**src/rtl/pipeline_host_pkg.sv**
```systemverilog
`default_nettype none
// ============================================================================
//  Module      : pipeline_host_pkg
//  Description : Shared definitions for the pipeline host command engine:
//                opcodes, response status codes, header layout and FSM states.
//  Revision    : 1.0 - initial release
// ============================================================================
package pipeline_host_pkg;

  // Command opcodes carried in header bits [31:28]
  localparam logic [3:0] OP_LOAD_IMEM = 4'd1;
  localparam logic [3:0] OP_LOAD_DMEM = 4'd2;
  localparam logic [3:0] OP_READ_DMEM = 4'd3;
  localparam logic [3:0] OP_RUN       = 4'd4;

  // Response status tags
  localparam logic [1:0] ST_DATA        = 2'd0;
  localparam logic [1:0] ST_RUN_HIT     = 2'd1;
  localparam logic [1:0] ST_RUN_TIMEOUT = 2'd2;
  localparam logic [1:0] ST_BAD_OP      = 2'd3;

  // FSM state encoding
  localparam logic [2:0] S_IDLE    = 3'd0;
  localparam logic [2:0] S_LOAD    = 3'd1;
  localparam logic [2:0] S_RD_REQ  = 3'd2;
  localparam logic [2:0] S_RD_WAIT = 3'd3;
  localparam logic [2:0] S_RSP     = 3'd4;
  localparam logic [2:0] S_RUN     = 3'd5;

  // Header word layout: [31:28] op, [27:16] count, [15:9] reserved, [8:0] base
  typedef struct packed {
    logic [3:0]  op;
    logic [11:0] count;
    logic [6:0]  rsvd;
    logic [8:0]  base;
  } hdr_t;

  // True for the two memory-load opcodes
  function automatic logic op_is_load(input logic [3:0] op);
    return (op == OP_LOAD_IMEM) || (op == OP_LOAD_DMEM);
  endfunction

  // True for any opcode the engine understands
  function automatic logic op_is_known(input logic [3:0] op);
    return op_is_load(op) || (op == OP_READ_DMEM) || (op == OP_RUN);
  endfunction

endpackage
`default_nettype wire

```
**src/rtl/pipeline_host_ctrl.sv**
```systemverilog
`default_nettype none
// ============================================================================
//  Module      : pipeline_host_ctrl
//  Description : Host-side command engine for the five-stage pipeline. Takes
//                header/payload words on a valid/ready stream, drives the
//                imem/dmem load strobes, dmem readback and the core reset/run
//                control, and returns tagged 32-bit result words.
//  Revision    : 1.0 - initial release
// ============================================================================
module pipeline_host_ctrl
  import pipeline_host_pkg::*;
#(
  parameter int          RD_LAT       = 1,             // dmem read latency, 1..4
  parameter logic [31:0] TIMEOUT_WORD = 32'hDEAD_BEEF
) (
  input  logic        clk,
  input  logic        rst_n,
  // command stream
  input  logic        cmd_valid,
  output logic        cmd_ready,
  input  logic [31:0] cmd_data,
  // response stream
  output logic        rsp_valid,
  input  logic        rsp_ready,
  output logic [31:0] rsp_data,
  output logic [1:0]  rsp_status,
  // pipeline controls
  output logic        core_rst,
  output logic        write_to_imem,
  output logic        write_to_dmem,
  output logic [8:0]  addr_imem_host,
  output logic [31:0] data_imem_host,
  output logic [7:0]  addr_dmem_host,
  output logic [31:0] data_dmem_host,
  output logic        read_req_dmem,
  input  logic [31:0] data_out_dmem,
  input  logic        alu_result_detected,
  input  logic [31:0] alu_out_intercept,
  output logic        busy
);

  logic [2:0]  r_state;
  logic [2:0]  w_state_nxt;
  hdr_t        w_hdr;
  logic        w_cmd_fire;
  logic        w_rsp_fire;
  logic        w_run_hit;
  logic        w_run_limit;
  logic        w_unused_hdr;

  logic [3:0]  r_op;       // opcode of the command in flight
  logic [11:0] r_cnt;      // words remaining (load/read) or cycle limit (run)
  logic [8:0]  r_addr;     // running memory address
  logic [11:0] r_cyc;      // run-cycle index, 1 on the first run cycle
  logic [1:0]  r_wait;     // read-latency countdown

  logic        r_core_rst;
  logic        r_busy;
  logic        r_rsp_valid;
  logic [31:0] r_rsp_data;
  logic [1:0]  r_rsp_status;
  logic        r_wr_imem;
  logic        r_wr_dmem;
  logic [8:0]  r_addr_imem;
  logic [31:0] r_data_imem;
  logic [7:0]  r_addr_dmem;
  logic [31:0] r_data_dmem;
  logic        r_read_req;

  assign w_hdr        = hdr_t'(cmd_data);
  assign w_unused_hdr = &{1'b0, w_hdr.rsvd};

  // Ready is a pure decode of the registered state, forced low while in reset
  assign cmd_ready  = rst_n & ((r_state == S_IDLE) | (r_state == S_LOAD));
  assign w_cmd_fire = cmd_valid & cmd_ready;
  assign w_rsp_fire = r_rsp_valid & rsp_ready;

  // The store-observe tap only counts while the core is actually running
  assign w_run_hit   = (r_state == S_RUN) & ~r_core_rst & alu_result_detected;
  assign w_run_limit = (r_state == S_RUN) & (r_cnt != 12'd0) & (r_cyc == r_cnt);

  // Next-state decode
  always_comb begin
    w_state_nxt = r_state;
    case (r_state)
      S_IDLE: begin
        if (w_cmd_fire) begin
          if (op_is_load(w_hdr.op)) begin
            w_state_nxt = (w_hdr.count == 12'd0) ? S_IDLE : S_LOAD;
          end else if (w_hdr.op == OP_READ_DMEM) begin
            w_state_nxt = (w_hdr.count == 12'd0) ? S_IDLE : S_RD_REQ;
          end else if (w_hdr.op == OP_RUN) begin
            w_state_nxt = S_RUN;
          end else begin
            w_state_nxt = S_RSP;
          end
        end
      end
      S_LOAD: begin
        if (w_cmd_fire && (r_cnt == 12'd1)) begin
          w_state_nxt = S_IDLE;
        end
      end
      S_RD_REQ: begin
        w_state_nxt = S_RD_WAIT;
      end
      S_RD_WAIT: begin
        if (r_wait == 2'd0) begin
          w_state_nxt = S_RSP;
        end
      end
      S_RSP: begin
        if (w_rsp_fire) begin
          w_state_nxt = ((r_op == OP_READ_DMEM) && (r_cnt > 12'd1)) ? S_RD_REQ : S_IDLE;
        end
      end
      S_RUN: begin
        // hit and limit share the exit; the datapath gives the hit priority
        if (w_run_hit || w_run_limit) begin
          w_state_nxt = S_RSP;
        end
      end
      default: begin
        w_state_nxt = S_IDLE;
      end
    endcase
  end

  // State register plus the control outputs that follow directly from the next state
  always_ff @(posedge clk or negedge rst_n) begin
    if (!rst_n) begin
      r_state     <= S_IDLE;
      r_busy      <= 1'b0;
      r_core_rst  <= 1'b1;
      r_rsp_valid <= 1'b0;
      r_read_req  <= 1'b0;
    end else begin
      r_state     <= w_state_nxt;
      r_busy      <= (w_state_nxt != S_IDLE);
      r_core_rst  <= (w_state_nxt != S_RUN);
      r_rsp_valid <= (w_state_nxt == S_RSP);
      r_read_req  <= (w_state_nxt == S_RD_REQ);
    end
  end

  // Command datapath: field latching, address walk, strobes and response capture
  always_ff @(posedge clk or negedge rst_n) begin
    if (!rst_n) begin
      r_op         <= 4'd0;
      r_cnt        <= 12'd0;
      r_addr       <= 9'd0;
      r_cyc        <= 12'd0;
      r_wait       <= 2'd0;
      r_rsp_data   <= 32'd0;
      r_rsp_status <= 2'd0;
      r_wr_imem    <= 1'b0;
      r_wr_dmem    <= 1'b0;
      r_addr_imem  <= 9'd0;
      r_data_imem  <= 32'd0;
      r_addr_dmem  <= 8'd0;
      r_data_dmem  <= 32'd0;
    end else begin
      r_wr_imem <= 1'b0;
      r_wr_dmem <= 1'b0;
      case (r_state)
        S_IDLE: begin
          if (w_cmd_fire) begin
            r_op  <= w_hdr.op;
            r_cnt <= w_hdr.count;
            r_cyc <= 12'd1;
            // dmem addresses are only 8 bits wide, so drop base[8] up front
            r_addr <= (w_hdr.op == OP_LOAD_IMEM) ? w_hdr.base : {1'b0, w_hdr.base[7:0]};
            if (w_hdr.op == OP_READ_DMEM) begin
              r_addr_dmem <= w_hdr.base[7:0];
            end
            if (!op_is_known(w_hdr.op)) begin
              r_rsp_data   <= cmd_data;
              r_rsp_status <= ST_BAD_OP;
            end
          end
        end
        S_LOAD: begin
          if (w_cmd_fire) begin
            r_cnt <= r_cnt - 12'd1;
            if (r_op == OP_LOAD_IMEM) begin
              r_wr_imem   <= 1'b1;
              r_addr_imem <= r_addr;
              r_data_imem <= cmd_data;
              r_addr      <= r_addr + 9'd1;
            end else begin
              r_wr_dmem   <= 1'b1;
              r_addr_dmem <= r_addr[7:0];
              r_data_dmem <= cmd_data;
              r_addr      <= {1'b0, r_addr[7:0] + 8'd1};
            end
          end
        end
        S_RD_REQ: begin
          r_wait <= 2'(RD_LAT - 1);
        end
        S_RD_WAIT: begin
          if (r_wait == 2'd0) begin
            r_rsp_data   <= data_out_dmem;
            r_rsp_status <= ST_DATA;
          end else begin
            r_wait <= r_wait - 2'd1;
          end
        end
        S_RSP: begin
          // response fields are left untouched here so they hold while stalled
          if (w_rsp_fire && (r_op == OP_READ_DMEM) && (r_cnt > 12'd1)) begin
            r_cnt       <= r_cnt - 12'd1;
            r_addr      <= {1'b0, r_addr[7:0] + 8'd1};
            r_addr_dmem <= r_addr[7:0] + 8'd1;
          end
        end
        S_RUN: begin
          r_cyc <= r_cyc + 12'd1;
          if (w_run_hit) begin
            r_rsp_data   <= alu_out_intercept;
            r_rsp_status <= ST_RUN_HIT;
          end else if (w_run_limit) begin
            r_rsp_data   <= TIMEOUT_WORD;
            r_rsp_status <= ST_RUN_TIMEOUT;
          end
        end
        default: begin
          r_wait <= 2'd0;
        end
      endcase
    end
  end

  assign rsp_valid      = r_rsp_valid;
  assign rsp_data       = r_rsp_data;
  assign rsp_status     = r_rsp_status;
  assign core_rst       = r_core_rst;
  assign busy           = r_busy;
  assign write_to_imem  = r_wr_imem;
  assign write_to_dmem  = r_wr_dmem;
  assign addr_imem_host = r_addr_imem;
  assign data_imem_host = r_data_imem;
  assign addr_dmem_host = r_addr_dmem;
  assign data_dmem_host = r_data_dmem;
  assign read_req_dmem  = r_read_req;

endmodule
`default_nettype wire

```
**config.mk**
```make
export PLATFORM = sky130hd
export DESIGN_NAME = pipeline_host_ctrl
export DESIGN_NICKNAME = d
export VERILOG_FILES = /design/src/rtl/pipeline_host_pkg.sv /design/src/rtl/pipeline_host_ctrl.sv
export SDC_FILE = /design/constraint.sdc
export NUM_CORES = 1
export LEC_CHECK = 0
export ABC_AREA = 1
export BUFFER_PORTS_ARGS = -buffer_cell sky130_fd_sc_hd__buf_2
export CAP_MARGIN = 5
export CORE_MARGIN = 1.5
export CORE_UTILIZATION = 25
export DETAILED_ROUTE_END_ITERATION = 7
export GPL_ROUTABILITY_DRIVEN = 0
export GPL_TIMING_DRIVEN = 0
export HOLD_SLACK_MARGIN = 0.05
export PLACE_DENSITY = 0.48
export SYNTH_ARGS = -nofsm -noshare
export SYNTH_HDL_FRONTEND = slang
export SYNTH_SLANG_ARGS = --single-unit
```
**constraint.sdc**
```tcl
create_clock -name clk -period 1.78 [get_ports clk]
set_input_delay 0.089 -clock clk [delete_from_list [all_inputs] [get_ports clk]]
set_output_delay 0.089 -clock clk [all_outputs]
set_load 0.05 [all_outputs]
```
After elaboration in Yosys (flattened, before gate mapping)
Index checks and enable logic that the tools add are counted.

Word-level logic and storage cells: 135. Bits in registers: 163. Output and inout bits: 122. Input port bits: 101.

$add $sub $neg: 5. Muxes and demuxes: 50. Reductions and logical operators: 25. Bitwise gates (word level): 11. $lt $le $gt $ge: 1. Eq/ne operators: 25.

Operators with widths (count): two-way mux 32 bit (5); one-hot mux 32 bit (3 select lines) (1); two-way mux 12 bit (4); two-way mux 9 bit (5); two-way mux 8 bit (5); one-hot mux 12 bit (3 select lines) (1); one-hot mux 9 bit (3 select lines) (1); one-hot mux 12 bit (2 select lines) (1); one-hot mux 8 bit (3 select lines) (1); two-way mux 3 bit (7); one-hot mux 3 bit (6 select lines) (1); two-way mux 2 bit (8); inequality test 2 bit (second input constant) (7); adder 12 x 1 -> 12 bit (second input constant) (1); equality test 12 x 1 -> 1 bit (second input constant) (1); equality test 12 bit (1); equality test 4 x 2 -> 1 bit (second input constant) (3); > comparator 12 x 1 -> 1 bit (second input constant) (1); zero test 12 bit (1); nonzero test 12 bit (1); subtractor 12 x 1 -> 12 bit (second input constant) (1); adder 9 x 1 -> 9 bit (second input constant) (1); equality test 3 x 2 -> 1 bit (second input constant) (3); equality test 3 bit (second input constant) (3); other kinds (25) (53).

Longest topological paths before layout
Gate-level depths: netlist of run 1.

Depth after elaboration: 8. Gate-level depth with buffers: 12. Gate-level depth less buffers: 11.

Worst setup path before layout of run 1
Ideal clock, no wire load.

Path kind: reg-to-reg. Start: reg r_rsp_valid (netlist: rsp_valid). End: reg r_addr_dmem[1] (netlist: addr_dmem_host[1]). Path buffers: 1. Period minus slack after synthesis: 1.723 ns. Cell stages (with the launch flop): 11. Data required time: 1.653 ns. Setup time: 0.127 ns. Setup slack: 0.057 ns. Data arrival time: 1.596 ns. Cell sequence: dfrtp_1 -> nand2_1 -> inv_1 -> nand3b_1 -> nor2_1 -> nand3_1 -> nand2_1 -> nand2_1 -> buf_2 -> nand2_1 -> o21ai_0.

Cells in the longest elaborated chain, start to end: 5.

RTL lines: start: declaration (RTL line pipeline_host_ctrl.sv:59) `logic r_rsp_valid;`; start signal: assignment (RTL line pipeline_host_ctrl.sv:141) `r_rsp_valid <= (w_state_nxt == S_RSP);`; AND 1 bit (RTL line pipeline_host_ctrl.sv:76) `assign w_rsp_fire = r_rsp_valid & rsp_ready;`; logical AND 1 bit (2 in a row) (RTL line pipeline_host_ctrl.sv:211) `if (w_rsp_fire && (r_op == OP_READ_DMEM) && (r_cnt > 12'd1)) begin`; inequality test 2 bit (no line); AND reduction 6 bit (no line); end signal: assignment (RTL line pipeline_host_ctrl.sv:174) `r_addr_dmem <= w_hdr.base[7:0];`; end signal: assignment (RTL line pipeline_host_ctrl.sv:192) `r_addr_dmem <= r_addr[7:0];`; end signal: assignment (RTL line pipeline_host_ctrl.sv:214) `r_addr_dmem <= r_addr[7:0] + 8'd1;`; end: declaration (RTL line pipeline_host_ctrl.sv:66) `logic [7:0] r_addr_dmem;`.

Every way passes these cells. A chain may end at the register's enable or synchronous reset.

Final worst setup path of run 1
Start: reg r_state[2]. End: reg r_rsp_data[25] (netlist: rsp_data[25]).

Cells in the longest elaborated chain, start to end: 6. Elaborated cells between the ends (all ways): 19. Classes of those cells: eq/ne: 7; mux: 2; bitwise: 7; reduce/logical: 3.

RTL lines: start: declaration (RTL line pipeline_host_ctrl.sv:42) `logic [2:0] r_state;`; start signal: assignment (RTL line pipeline_host_ctrl.sv:138) `r_state <= w_state_nxt;`; equality test 3 x 1 -> 1 bit / zero test 3 bit (equally long branches) (RTL line pipeline_host_ctrl.sv:74, pipeline_host_ctrl.sv:165); OR 1 bit (RTL line pipeline_host_ctrl.sv:74) `assign cmd_ready = rst_n & ((r_state == S_IDLE) | (r_state == S_LOAD));`; AND 1 bit (RTL line pipeline_host_ctrl.sv:74); AND 1 bit (RTL line pipeline_host_ctrl.sv:75) `assign w_cmd_fire = cmd_valid & cmd_ready;`; inequality test 2 bit (no line); AND reduction 5 bit (no line); end signal: assignment (RTL line pipeline_host_ctrl.sv:177) `r_rsp_data <= cmd_data;`; end signal: assignment (RTL line pipeline_host_ctrl.sv:203) `r_rsp_data <= data_out_dmem;`; end signal: assignment (RTL line pipeline_host_ctrl.sv:220) `r_rsp_data <= alu_out_intercept;`; end: declaration (RTL line pipeline_host_ctrl.sv:60) `logic [31:0] r_rsp_data;`.

Several ways; a longest one is shown, not always the timed one.

==> flow_metrics.env, run 1 <==
export IMPL_area_growth_syn_to_layout_pct=51.3
export IMPL_crit_slowest_cell="sky130_fd_sc_hd__dfrtp_2"
export IMPL_worst_r2r_setup_slack_ps=-30
export IMPL_synthDominantAreaCellType="sky130_fd_sc_hd__dfrtp_1"
export IMPL_drv_cap=0
export IMPL_post_route_period_util_pct=102
export IMPL_timing_setup_critical_path_class="reg2reg"
export IMPL_cts_buffers=17
export IMPL_ys_flop_type="sky130_fd_sc_hd__dfrtp_1"
export IMPL_die_y_um=183
export IMPL_sw_frac_of_total_pct=50.9
export IMPL_share_comb_of_total_power_pct=55.2
export IMPL_post_dp_hpwl_um=23600
export IMPL_ffs_latches_synth=163
export IMPL_p_sw_mw=11.4
export IMPL_design_core_area_mm2=0.0317
export IMPL_worstRegToRegCells=10
export IMPL_count_of_yosys_warnings_during_synthesis=0
export IMPL_report_final_slew_viol_count=0
export IMPL_timing_hold_ws_ps=-429
export IMPL_worst_endpoint_required_ps=2110
export IMPL_power_frac_seq_pct=27.7
export IMPL_drtIter0Drc=578
export IMPL_htree_levels=4
export IMPL_holdCritPathClass="in2async"
export IMPL_worst_setup_path_end_kind="register"
export IMPL_cts_hold_buf=84
export IMPL_final_critical_path_required_period_ps=1810
export IMPL_final_cell_count_no_fill=1855
export IMPL_die_area_mm2=0.0334
export IMPL_syn_area_mm2=0.00808
export IMPL_width_of_the_chip_um=183
export IMPL_clk_latency_worst_skew_pair_ps=440
export IMPL_route_antenna_remaining_nets=0
export IMPL_timing_final_setup_violations=23
export IMPL_achievable_frequency_mhz=552
export IMPL_clockPowerShare_pct=17.1
export IMPL_peak_fanout_along_the_critical_path=6
export IMPL_timing_max_slew_rel_slack_pct=59.2
export IMPL_setup_repair_after_global_routing_missed_its_margin="yes"
export IMPL_synth_net_count=1180
export IMPL_cp_data_arrival_time_ps=2140
export IMPL_setup_ws_ps=-30.0
export IMPL_synthCells=1074
export IMPL_power_leakage_nw=6.28
export IMPL_synth_seq_area_share_pct=50.5
export IMPL_globalRouteOverflowTotal=0
export IMPL_portBuffers=222
export IMPL_cp_start_kind="register"
export IMPL_grt_antenna_before_repair=0
export IMPL_cts_max_path_buffers=2
export IMPL_crit_path_cell_trace="inv_4 -> buf_4 -> nor2_4 -> nor2_4 -> a21oi_4 -> buf_12 -> nand2_8 -> clkbuf_16 -> nand2_1 -> nand2_1"
export IMPL_insertedDiodeCount=0
export IMPL_vias_per_cell=4.72
export IMPL_final_layout_size_suffix_gt1_share_pct=30.8
export IMPL_timing_critical_path_slowest_cell_delay_ps=460
export IMPL_syn_mean_instance_area_um2=7.53
export IMPL_ctsRootBufferMaster="sky130_fd_sc_hd__clkbuf_16"
export IMPL_synthTopCellsByArea="sky130_fd_sc_hd__dfrtp_1 (50%), sky130_fd_sc_hd__nand2_1 (18%), sky130_fd_sc_hd__o21ai_0 (7.6%)"
export IMPL_grt_start_max_net_pins=98
export IMPL_dpl_cell_count=1699
export IMPL_critical_path_top_delay_family="simple AND/OR/NAND/NOR gates"
export IMPL_async_flop_share_pct=100
export IMPL_peakVddDrop_mv=0.755
export IMPL_crit_path_end="rsp_data[25]"
export IMPL_floorplan_rows=65
export IMPL_io_pins=223
export IMPL_remaining_drc_errors=0
export IMPL_cp_buf_inv_count=4
export IMPL_track_usage_pct=19.3
export IMPL_result_of_the_run="complete, but fails checks"
export IMPL_post_synth_num_cell_types=26
export IMPL_grt_pass1_wl_um=49200
export IMPL_count_of_cell_instances_traversed_by_the_critical_path=10
export IMPL_violated_checks="negative hold slack, negative setup slack"
export IMPL_cts_clk_slew_worst_paths_ps=70
export IMPL_detailedRoute_firstPassIterationCount=5
export IMPL_r2r_start="r_state[2]"
export IMPL_synthDominantCellAreaShare_pct=50.2
export IMPL_rr_endpoint="rsp_data[25]"
export IMPL_finalNetCount=1546
export IMPL_edff_count_synth=0
export IMPL_floorplan_initialDensity_pct=25.5
export IMPL_timing_worst_slew_pin_value_ps=607
export IMPL_clkSinkCount=163
export IMPL_power_density_mw_per_mm2=1840
export IMPL_first_global_vias=8450
export IMPL_cts_tree="yes"
export IMPL_postRouteWirelength_um=33200
export IMPL_design_power_total_mw=22.5
export IMPL_finalClockSkew_ps=17.6
export IMPL_vias=8761
export IMPL_worst_setup_path_startpoint="r_state[2]"
export IMPL_wire_per_inst_um=17.9
export IMPL_p_int_mw=11.0
export IMPL_final_hold_viol_count=65
==> area by class of cell <==
type,count,area [um^2]
Buffer,42,392
Clock buffer,20,457
Tap cell,402,503
Clock inverter,12,143
Multi-Input combinational cell,763,3830
Fill cell,3314,19500
Timing Repair Buffer,349,2400
Sequential cell,163,4090
Inverter,104,405
==> worst register-to-register path: stages (launching register included) <==
cell	delay (ps)
sky130_fd_sc_hd__dfrtp_2	460
sky130_fd_sc_hd__inv_4	50
sky130_fd_sc_hd__buf_4	140
sky130_fd_sc_hd__nor2_4	230
sky130_fd_sc_hd__nor2_4	120
sky130_fd_sc_hd__a21oi_4	180
sky130_fd_sc_hd__buf_12	160
sky130_fd_sc_hd__nand2_8	100
sky130_fd_sc_hd__clkbuf_16	180
sky130_fd_sc_hd__nand2_1	50
sky130_fd_sc_hd__nand2_1	40
==> metrics by stage <==
step	cell area [um^2]	setup WS [ps]	utilization, %	TNS, ps
finish	12200	-30.0	38.5	-348
CTS	11500	-43.9	36.3	-351
detailed placement	9730	-634	30.7	-67480
floorplan	8080	56.7	-	0
global route	12200	-89.8	38.5	-3810
global placement	9700	-3900	30.6	-949080
==> what timing repair did <==
item	CTS	global route
hold endpoints to repair	138	65
cloned	0	4
pin swaps	8	23
resized for setup	96	191
buffers inserted	14	25
setup endpoints to repair	151	151
==> synth_stat cells (all sizes together), types with 12 or more instances <==
library cell and instances:
nor2 61, buf 15, nor3 13, nand3 84, inv 104, clkbuf 30
a21oi 16, dfrtp 162, xor2 12, nand2 397, nand4 29, o21ai 134
==> cell families after synthesis <==
logic type                 Yosys count  synth area share (%)
buffers and inverters              149                  7.15
and+or+nand+nor                    587                  30.2
xor gates and xnor gates            12                  1.30
adders and majority gates            5                 0.774
DFF                                163                  50.5
AOI/OAI and AO/OA                  158                  10.1
==> registers in the layout, summed over array words and instances, names as in the netlist, 2 cells and up <==
name and flops:
r_op 4, rsp_data 32, r_wait 2, r_state 3, data_dmem_host 32, r_cnt 12, data_imem_host 32, rsp_status 2
r_addr 9, addr_dmem_host 8, r_cyc 12, addr_imem_host 9
==> routing by layer <==
layer	track usage [%]	share of wire (%)	wire [um]
met3	3.77	5.3	1770
met4	6.26	2.4	795
met2	31.0	46	15100
met5	0	0	0
met1	26.2	47	15500
==> placed cells by master (no fill, tap or decap), types with 3 or more instances in the layout <==
cell,count
sky130_fd_sc_hd__a21oi_1,12
sky130_fd_sc_hd__buf_12,3
sky130_fd_sc_hd__buf_2,223
sky130_fd_sc_hd__buf_4,38
sky130_fd_sc_hd__buf_6,15
sky130_fd_sc_hd__buf_8,7
sky130_fd_sc_hd__clkbuf_1,3
sky130_fd_sc_hd__clkbuf_16,20
sky130_fd_sc_hd__clkbuf_2,6
sky130_fd_sc_hd__clkbuf_4,7
sky130_fd_sc_hd__clkbuf_8,4
sky130_fd_sc_hd__dfrtp_1,153
sky130_fd_sc_hd__dfrtp_2,9
sky130_fd_sc_hd__dlygate4sd3_1,84
sky130_fd_sc_hd__ha_1,3
sky130_fd_sc_hd__inv_1,89
sky130_fd_sc_hd__inv_2,10
sky130_fd_sc_hd__inv_4,4
sky130_fd_sc_hd__inv_6,4
sky130_fd_sc_hd__nand2_1,348
sky130_fd_sc_hd__nand2_2,36
sky130_fd_sc_hd__nand2_4,11
sky130_fd_sc_hd__nand2_8,3
sky130_fd_sc_hd__nand3_1,81
sky130_fd_sc_hd__nand3_2,3
sky130_fd_sc_hd__nand4_1,29
sky130_fd_sc_hd__nor2_1,46
sky130_fd_sc_hd__nor2_2,5
sky130_fd_sc_hd__nor2_4,10
sky130_fd_sc_hd__nor3_1,8
sky130_fd_sc_hd__nor3_4,3
sky130_fd_sc_hd__o21ai_0,78
sky130_fd_sc_hd__o21ai_1,48
sky130_fd_sc_hd__o21ai_2,7
sky130_fd_sc_hd__o22ai_1,7
sky130_fd_sc_hd__xor2_1,12
==> power groups by stage <==
| stage | combinational [mW] | sequential, mW | clock (mW) |
|---|---|---|---|
| CTS | 11.0 | 6.08 | 3.93 |
| global placement | 10.3 | 6.10 | 0 |
| floorplan | 3.75 | 9.66 | 0 |
| finish | 12.4 | 6.23 | 3.84 |
| detailed placement | 10.3 | 6.12 | 0 |
| global route | 13.3 | 6.40 | 4.09 |
==> how the worst min path moves through the flow <==
stage / startpoint / endpoint
finish: rst_n / data_imem_host[3]
global route: rst_n / data_imem_host[3]
CTS: rst_n / data_imem_host[3]
detailed placement: rst_n / data_imem_host[3]
global placement: cmd_data[12] / data_dmem_host[12]
floorplan: rst_n / addr_dmem_host[0]
Note: power is estimated with default switching activity, not from simulation.
==> run 2, diff against run 1 <==
--- a/config.mk
+++ b/config.mk
@@ -14,7 +14,6 @@
 export GPL_ROUTABILITY_DRIVEN = 0
 export GPL_TIMING_DRIVEN = 0
 export HOLD_SLACK_MARGIN = 0.05
-export PLACE_DENSITY = 0.48
 export SYNTH_ARGS = -nofsm -noshare
 export SYNTH_HDL_FRONTEND = slang
 export SYNTH_SLANG_ARGS = --single-unit
==> run 2 against run 1 <==
Compared with the run above: the run now ends clean; maximum frequency is 3.1% higher; combinational power hardly changed; critical path depth stayed put; sequential power is 0.8% lower; routed wire length hardly changed; critical path type unchanged; largest cell class unchanged.
==> flow_metrics.env, run 2 (synthesized netlist as in run 1, its figures left out) <==
export IMPL_top_usage_layer="met2"
export IMPL_vias=9020
export IMPL_io_pins=223
export IMPL_dpl_cell_count=1699
export IMPL_cts_tree="yes"
export IMPL_clk_latency_worst_skew_pair_ps=430
export IMPL_cp_data_arrival_time_ps=2080
export IMPL_wire_per_inst_um=17.9
export IMPL_worst_endpoint_required_ps=2100
export IMPL_timing_setup_critical_path_class="reg2reg"
export IMPL_vias_per_cell=4.86
export IMPL_remaining_drc_errors=0
export IMPL_die_area_mm2=0.0334
export IMPL_design_core_area_mm2=0.0317
export IMPL_gr_usage_met2_pct=29.9
export IMPL_area_growth_syn_to_layout_pct=51.8
export IMPL_postRouteWirelength_um=33200
export IMPL_final_layout_size_suffix_gt1_share_pct=30.1
export IMPL_timing_final_setup_violations=0
export IMPL_grt_antenna_before_repair=2
export IMPL_floorplan_rows=65
export IMPL_layout_cells_most_common_list="sky130_fd_sc_hd__nand2_1 (360), sky130_fd_sc_hd__buf_2 (224), sky130_fd_sc_hd__dfrtp_1 (153)"
export IMPL_width_of_the_chip_um=183
export IMPL_clkSinkCount=163
export IMPL_floorplan_initialDensity_pct=25.5
export IMPL_achievable_frequency_mhz=570
export IMPL_timing_max_slew_rel_slack_pct=72.7
export IMPL_globalRouteOverflowTotal=0
export IMPL_final_cell_count_no_fill=1857
export IMPL_result_of_the_run="completed"
export IMPL_finalNetCount=1547
export IMPL_timing_hold_ws_ps=57.4
export IMPL_setup_repair_after_global_routing_missed_its_margin="yes"
export IMPL_die_y_um=183
export IMPL_cts_buffers=17
export IMPL_timing_worst_slew_pin_value_ps=408
export IMPL_worst_setup_path_end_kind="register"
export IMPL_drtIter0Drc=717
export IMPL_drv_cap=0
export IMPL_cts_max_path_buffers=2
export IMPL_mostFrequentLayoutCell="sky130_fd_sc_hd__nand2_1"
export IMPL_portBuffers=222
export IMPL_first_global_vias=8361
export IMPL_holdCritPathClass="in2reg"
export IMPL_final_critical_path_required_period_ps=1760
export IMPL_design_power_total_mw=22.0
export IMPL_peak_fanout_along_the_critical_path=6
export IMPL_place_ws_ps=-1110
export IMPL_cp_start_kind="register"
export IMPL_setup_ws_ps=24.8
export IMPL_grt_met1_usage_pct=25.2
export IMPL_htree_levels=4
export IMPL_finalClockSkew_ps=11.6
export IMPL_power_leakage_nw=6.31
export IMPL_cts_clk_slew_worst_paths_ps=70
export IMPL_detailedRoute_firstPassIterationCount=5
export IMPL_final_hold_viol_count=0
export IMPL_power_density_mw_per_mm2=1800
export IMPL_peakVddDrop_mv=0.812
export IMPL_report_final_slew_viol_count=0
export IMPL_post_dp_hpwl_um=23200
export IMPL_route_antenna_remaining_nets=0
export IMPL_post_route_period_util_pct=98.6
export IMPL_gr_usage_met3_pct=4.67
export IMPL_dpl_cell_area_mm2=0.00973
export IMPL_grt_start_max_net_pins=73
export IMPL_ctsRootBufferMaster="sky130_fd_sc_hd__clkbuf_16"
export IMPL_grt_pass1_wl_um=48300
export IMPL_postLayoutCellArea_mm2=0.0123
export IMPL_track_usage_pct=18.9
-- run 2: critical path, stage by stage (launching register included) --
cell and delay, ps:
sky130_fd_sc_hd__dfrtp_2 450, sky130_fd_sc_hd__inv_4 90, sky130_fd_sc_hd__nand2_4 70, sky130_fd_sc_hd__nor2_4 250, sky130_fd_sc_hd__nor2_4 110, sky130_fd_sc_hd__a21oi_4 150
sky130_fd_sc_hd__buf_12 150, sky130_fd_sc_hd__nand2_8 90, sky130_fd_sc_hd__clkbuf_16 170, sky130_fd_sc_hd__nand2_1 50, sky130_fd_sc_hd__nand2_1 40
-- run 2: final cells by class --
cell class	count	area, um^2
clock buffers	17	425
flip-flops and latches	163	4090
plain buffers	43	389
multi-input cells	764	3750
well taps	402	503
clock inverters	15	161
inverters	104	413
diodes	1	2.50
repair buffers	348	2530
fillers	3157	19400
-- run 2: metal layers --
layer	vias to the layer above	wire length, um	part of all wire, %
met4	0	1150	3.5
li1	4200	-	-
met1	4340	14600	44
met2	408	15000	45
met3	72	2430	7.3
met5	-	0	0
-- run 2: repair_timing --
item                       CTS  global route
hold endpoints to repair   227           115
cloned                       2             4
buffers inserted            17            22
pin swaps                    6            11
resized for setup           91           174
hold buffers                76             7
setup endpoints to repair  153           154
-- run 2: power by group --
group | switching (mW) | internal [mW]
registers | 1.06 | 5.12
logic | 8.58 | 3.60
clock network | 1.80 | 1.88
total | 11.4 | 10.6
-- run 2: through the flow --
step	TNS, ps	util [%]
after floorplan	0	-
after global placement	-920170	30.6
after detailed placement	-145390	30.7
after CTS	0	36.4
after global routing	-400	38.7
final	0	38.7
-- run 2: final timing paths --
check | from | endpoint | slack [ps] | cells after the start
hold / removal | cmd_data[30] | data_dmem_host[30] | 60 | 3
setup / recovery | r_state[1] | rsp_data[22] | 20 | 10
min in group asynchronous | rst_n | data_dmem_host[0] | 400 | 3
setup reg to reg | r_state[1] | rsp_data[22] | 20 | 10
max in group asynchronous | rst_n | r_state[2] | 770 | 6
hold reg to reg | rsp_data[31] | rsp_data[31] | 480 | 2
